[src/rtl/synth_harness_pkg.sv]
// Shared definitions for the synthesis I/O harness: output mode encodings
// and the parameter sanity check used at elaboration time.
package synth_harness_pkg;

    localparam int OUT_MODE_SHIFT  = 0;
    localparam int OUT_MODE_PARITY = 1;

    // True when the harness parameters describe a buildable configuration.
    function automatic bit harness_params_ok(input int in_w, input int out_w, input int out_mode);
        return (in_w >= 2) && (out_w >= 1) &&
               ((out_mode == OUT_MODE_SHIFT) || (out_mode == OUT_MODE_PARITY));
    endfunction

endpackage

[src/rtl/harness_shift_in.sv]
// Serial-to-parallel input side of the harness: a shift register fed MSB-first
// from one pin, a saturating bit counter, and a held copy presented to the DUT.
module harness_shift_in
    import synth_harness_pkg::*;
#(
    parameter int IN_W = 566
) (
    input  logic            i_clk,
    input  logic            i_rst_n,
    input  logic            i_si,
    input  logic            i_si_valid,
    input  logic            i_load,
    output logic [IN_W-1:0] o_dut_in,
    output logic            o_in_full
);

    localparam int ICNT_W = $clog2(IN_W + 1);

    logic [IN_W-1:0]   r_sr;
    logic [IN_W-1:0]   r_dut_in;
    logic [ICNT_W-1:0] r_in_cnt;
    logic              w_full;

    assign w_full    = (r_in_cnt == ICNT_W'(IN_W));
    assign o_in_full = w_full;
    assign o_dut_in  = r_dut_in;

    // Shift register: new bits enter at the MSB; keeps moving even once full.
    always_ff @(posedge i_clk or negedge i_rst_n) begin
        if (!i_rst_n) begin
            r_sr <= '0;
        end else if (i_si_valid) begin
            r_sr <= {i_si, r_sr[IN_W-1:1]};
        end
    end

    // Held DUT input: takes the pre-shift register contents on load.
    always_ff @(posedge i_clk or negedge i_rst_n) begin
        if (!i_rst_n) begin
            r_dut_in <= '0;
        end else if (i_load) begin
            r_dut_in <= r_sr;
        end
    end

    // Frame counter: restarts on load (counting a same-cycle shift), saturates at IN_W.
    always_ff @(posedge i_clk or negedge i_rst_n) begin
        if (!i_rst_n) begin
            r_in_cnt <= '0;
        end else if (i_load) begin
            r_in_cnt <= i_si_valid ? ICNT_W'(1) : '0;
        end else if (i_si_valid && !w_full) begin
            r_in_cnt <= r_in_cnt + 1'b1;
        end
    end

endmodule

[src/rtl/synth_io_harness.sv]
// Synthesis I/O harness: feeds a wide DUT input bus from one serial pin and
// folds a wide DUT output bus back onto one serial pin, either as an LSB-first
// shift-out of a captured word or as a registered XOR parity.
module synth_io_harness
    import synth_harness_pkg::*;
#(
    parameter int IN_W     = 566,
    parameter int OUT_W    = 179,
    parameter int OUT_MODE = 0
) (
    input  logic             CLK,
    input  logic             RST_N,
    input  logic             si,
    input  logic             si_valid,
    input  logic             load,
    output logic [IN_W-1:0]  dut_in,
    output logic             in_full,
    input  logic [OUT_W-1:0] dut_out,
    input  logic             capture,
    output logic             so,
    output logic             so_valid
);

    localparam int OCNT_W = $clog2(OUT_W + 1);

    if (!harness_params_ok(IN_W, OUT_W, OUT_MODE)) begin : g_bad_params
        $error("synth_io_harness: need IN_W >= 2, OUT_W >= 1, OUT_MODE in {0,1}");
    end

    harness_shift_in #(
        .IN_W (IN_W)
    ) u_shift_in (
        .i_clk      (CLK),
        .i_rst_n    (RST_N),
        .i_si       (si),
        .i_si_valid (si_valid),
        .i_load     (load),
        .o_dut_in   (dut_in),
        .o_in_full  (in_full)
    );

    if (OUT_MODE == OUT_MODE_SHIFT) begin : g_shift_out
        logic [OUT_W-1:0]  r_cap;
        logic [OCNT_W-1:0] r_out_cnt;

        // Capture restarts the stream; otherwise shift LSB-first until the count drains.
        always_ff @(posedge CLK or negedge RST_N) begin
            if (!RST_N) begin
                r_cap     <= '0;
                r_out_cnt <= '0;
            end else if (capture) begin
                r_cap     <= dut_out;
                r_out_cnt <= OCNT_W'(OUT_W);
            end else if (r_out_cnt != '0) begin
                r_cap     <= r_cap >> 1;
                r_out_cnt <= r_out_cnt - 1'b1;
            end
        end

        assign so       = r_cap[0];
        assign so_valid = (r_out_cnt != '0);
    end else begin : g_parity
        logic r_par;
        logic r_par_vld;

        // Parity of the captured word, held until the next capture; valid pulses per capture.
        always_ff @(posedge CLK or negedge RST_N) begin
            if (!RST_N) begin
                r_par     <= 1'b0;
                r_par_vld <= 1'b0;
            end else begin
                r_par_vld <= capture;
                if (capture) begin
                    r_par <= ^dut_out;
                end
            end
        end

        assign so       = r_par;
        assign so_valid = r_par_vld;
    end

endmodule

[config.mk]
export PLATFORM = sky130hd
export DESIGN_NAME = synth_io_harness
export DESIGN_NICKNAME = d
export VERILOG_FILES = /design/src/rtl/synth_harness_pkg.sv /design/src/rtl/harness_shift_in.sv /design/src/rtl/synth_io_harness.sv
export SDC_FILE = /design/constraint.sdc
export NUM_CORES = 2
export LEC_CHECK = 0
export CORE_ASPECT_RATIO = 0.5
export CORE_UTILIZATION = 31
export DETAILED_ROUTE_END_ITERATION = 8
export PLACE_DENSITY = 0.48
export SLEW_MARGIN = 20
export SYNTH_ARGS = -nofsm -noshare
export SYNTH_HDL_FRONTEND = slang
export SYNTH_SLANG_ARGS = --single-unit
[constraint.sdc]
create_clock -name CLK -period 2.7 [get_ports CLK]
set_clock_uncertainty 0.1 [all_clocks]
set_input_delay 0.54 -clock CLK [delete_from_list [all_inputs] [get_ports CLK]]
set_output_delay 0.54 -clock CLK [all_outputs]
set_load 0.02 [all_outputs]
==> impl_metrics.tcl <==
set metrics [dict create \
    antenna_left 0 \
    grt-ovfl-total 0 \
    whs_ps 77.7 \
    avgViaCountPerCell 4.80 \
    die-area_sq_mm 0.167 \
    rsz0062_at_grt "yes" \
    final_cell_area_sq_mm 0.0668 \
    p_per_area_mw_per_mm2 646 \
    wl_per_cell_um 21.9 \
    yosys.area_share.simple_pct 3.59 \
    hp-class "in -> reg" \
    dpl.hpwl_um 101000 \
    fin_ws_ps -13.4 \
    clock_sinks 1329 \
    row_count 104 \
    power_mw 43.2 \
    firstDrtPassIters 6 \
    setup_viol 1 \
    violations "setup timing" \
    port_buffers 753 \
    drtIter0Drc 1738 \
    synthArstFlopShare_pct 100 \
    max_freq_mhz 369 \
    start_util_pct 31.5 \
    synth_seq_area_share_pct 65.0 \
    finalHoldViolCount 0 \
    worst_setup_path_start_kind "flop" \
    dpl-instance-area_sq_mm 0.0622 \
    fill_cells 15000 \
    synth_area_leaders "dfrtp_1, mux2_2, a31oi_1" \
    syn_nets 3696 \
    stdcell_count 6591 \
    core-area_sq_mm 0.162 \
    maxSlewViolCount 0 \
    dp.cells 6323 \
    root_buffer "clkbuf_16" \
    period_minus_slack_ps 2710 \
    cts_tree "built" \
    critPathMaxFanout 4 \
    post-route-drc-count 0 \
    clk_pin_slew_ps 60 \
    final_cell_mix "dfrtp_1, mux2_2, clkdlybuf4s50_1" \
    grt_pass1_wl_um 216000 \
    synthFlopType "dfrtp_1" \
    synthMuxAreaShare_pct 25.0 \
    synth_xor_area_share_pct 0.0171 \
    wl_um 144000 \
    synth_seq_cells 1329 \
    place_ws_ps -67.8 \
    cp.arrival_ps 2070 \
    routabilityCongestion 0.776 \
    grt_max_degree 111 \
    cts_buffers 139 \
    clk_path_buf_depth 4 \
    synth_fa_ha_area_share_pct 0.0979 \
    cap_violations 0 \
    leakagePower_nw 31.0 \
    yosysWarnings 0 \
    path_class "reg -> out" \
    drive_gt1_share_pct 34.3 \
    synthCells 3507 \
    yosys.area.top_type "dfrtp_1" \
    status "complete, but fails checks" \
    cp-end-kind "output port" \
    ir_worst_vdd_mv 0.435 \
    worst_ep_required_time_ps 2060 \
    synthToLayoutAreaGrowth_pct 30.7 \
    synth_compound_area_share_pct 4.32 \
    num_vias 31600 \
    synth_edf_count 0 \
    ctsHtreeMaxLevel 4 \
    mostFrequentLayoutCell "dfrtp_1" \
    die_h_um 289 \
    first_global_vias 33100 \
    clock_latency_ps 760 \
    ys_types 42 \
    io_pins 754 \
    max_slew.worst_pin.slew_ps 684 \
    grt_use_total_pct 17.0 \
    antenna_found_initial 42 \
    die_w_um 576 \
    fin_crit_sh_pct 100 \
    nets 4490 \
    synth_top_family_by_area "multiplexers" \
    syn_area_per_cell_sq_um 14.6 \
    slew_headroom_pct 54.4 \
    syn-cell-area_sq_mm 0.0511 \
    yosys.area.top_type_share_pct 65.0 \
]
[power breakdown]
part / total, mW / internal (mW) / switching (mW) / leakage, nW
Sequential: 21.0 / 20.5 / 0.441 / 17.9
Clock: 19.2 / 11.2 / 7.99 / 2.21
Combinational: 3.03 / 1.46 / 1.57 / 10.9
Total: 43.2 / 33.2 / 10.0 / 31.0
[layout make-up]
cell class / count / area, sq um / share of cell area, %
diodes: 21 / 52.6 / 0.0786
clock buffers: 199 / 4040 / 6.04
clock inverters: 38 / 435 / 0.651
inverters: 11 / 51.3 / 0.0767
multi-input cells: 1920 / 16900 / 25.3
flip-flops and latches: 1329 / 33300 / 49.8
well taps: 2173 / 2720 / 4.07
repair buffers: 900 / 9360 / 14.0
[cells in the mapped netlist (2+ instances only)]
| cell | instances |
|---|---|
| o211ai_1 | 2 |
| nor2b_1 | 5 |
| nand3_1 | 178 |
| inv_1 | 11 |
| buf_2 | 21 |
| and4_1 | 3 |
| nand4_1 | 4 |
| nor3_1 | 2 |
| a221o_1 | 5 |
| nor3b_1 | 2 |
| o211a_1 | 2 |
| or4_1 | 3 |
| ha_1 | 4 |
| a21oi_1 | 10 |
| a311oi_1 | 2 |
| or3_1 | 3 |
| o31ai_1 | 2 |
| a31oi_1 | 175 |
| nand2_1 | 7 |
| mux2_2 | 1134 |
| buf_6 | 2 |
| buf_1 | 9 |
| clkbuf_1 | 215 |
| nor2_1 | 181 |
| o21ai_0 | 180 |
| dfrtp_1 | 1329 |
[worst paths after layout]
path                                     startpoint                        to  slack, ps  depth (start not counted)
max in group asynchronous                     RST_N    u_shift_in.r_in_cnt[1]       1130                          4
hold reg to reg                u_shift_in.r_sr[328]  u_shift_in.o_dut_in[328]        400                          1
min in group asynchronous                     RST_N  u_shift_in.o_dut_in[374]        280                          2
setup reg to reg           g_shift_out.r_out_cnt[0]    g_shift_out.r_cap[101]        260                          7
hold / removal                             si_valid       u_shift_in.r_sr[22]         80                          2
setup / recovery           g_shift_out.r_out_cnt[0]                  so_valid        -10                          6
[state kept, by name, indices dropped and copies added, names as in the netlist]
| signal | count |
|---|---|
| g_shift_out.r_cap | 179 |
| g_shift_out.r_out_cnt | 8 |
| u_shift_in.o_dut_in | 566 |
| u_shift_in.r_in_cnt | 10 |
| u_shift_in.r_sr | 566 |
[critical path, stage by stage (launching register included)]
cell and delay, ps:
dfrtp_1 390, inv_2 90, ha_4 140, or3b_4 390, nor2_4 120, inv_4 70
buf_6 130
[kinds of logic (layout without fill, tap and decap cells)]
logic type	after synthesis	in the layout
buffers and inverters	258	1148
flip-flops	1329	1329
AO/OA/AOI/OAI	383	383
multiplexers	1134	1134
XOR/XNOR	1	1
other	0	21
adder cells (fa/ha/maj)	4	4
AND/OR/NAND/NOR	398	398
[through the flow]
| stage | TNS [ps] | utilization (%) |
|---|---|---|
| detailed placement | -135 | 38.3 |
| global route | -153 | 41.2 |
| finish | -13.4 | 41.2 |
| floorplan | 0 | - |
| CTS | -93.6 | 41.1 |
| global placement | 0 | 38.3 |
[repair_timing]
action | CTS | global route
pin swaps | 3 | 3
gates cloned | 0 | 0
gates resized for setup | 23 | 6
hold buffers | 1 | 0
endpoints found under the setup margin | 5 | 2
endpoints found under the hold margin | 41 | 0
setup buffers | 6 | 3
[per-layer routing]
| layer | vias up | track usage, % | routed length [um] |
|---|---|---|---|
| li1 | 14200 | - | - |
| met1 | 16700 | 18.8 | 53500 |
| met2 | 536 | 32.7 | 82200 |
| met3 | 228 | 2.77 | 4650 |
| met4 | 2 | 6.04 | 4080 |
| met5 | - | 0 | 9 |
Power figures use the tool's default switching activity.
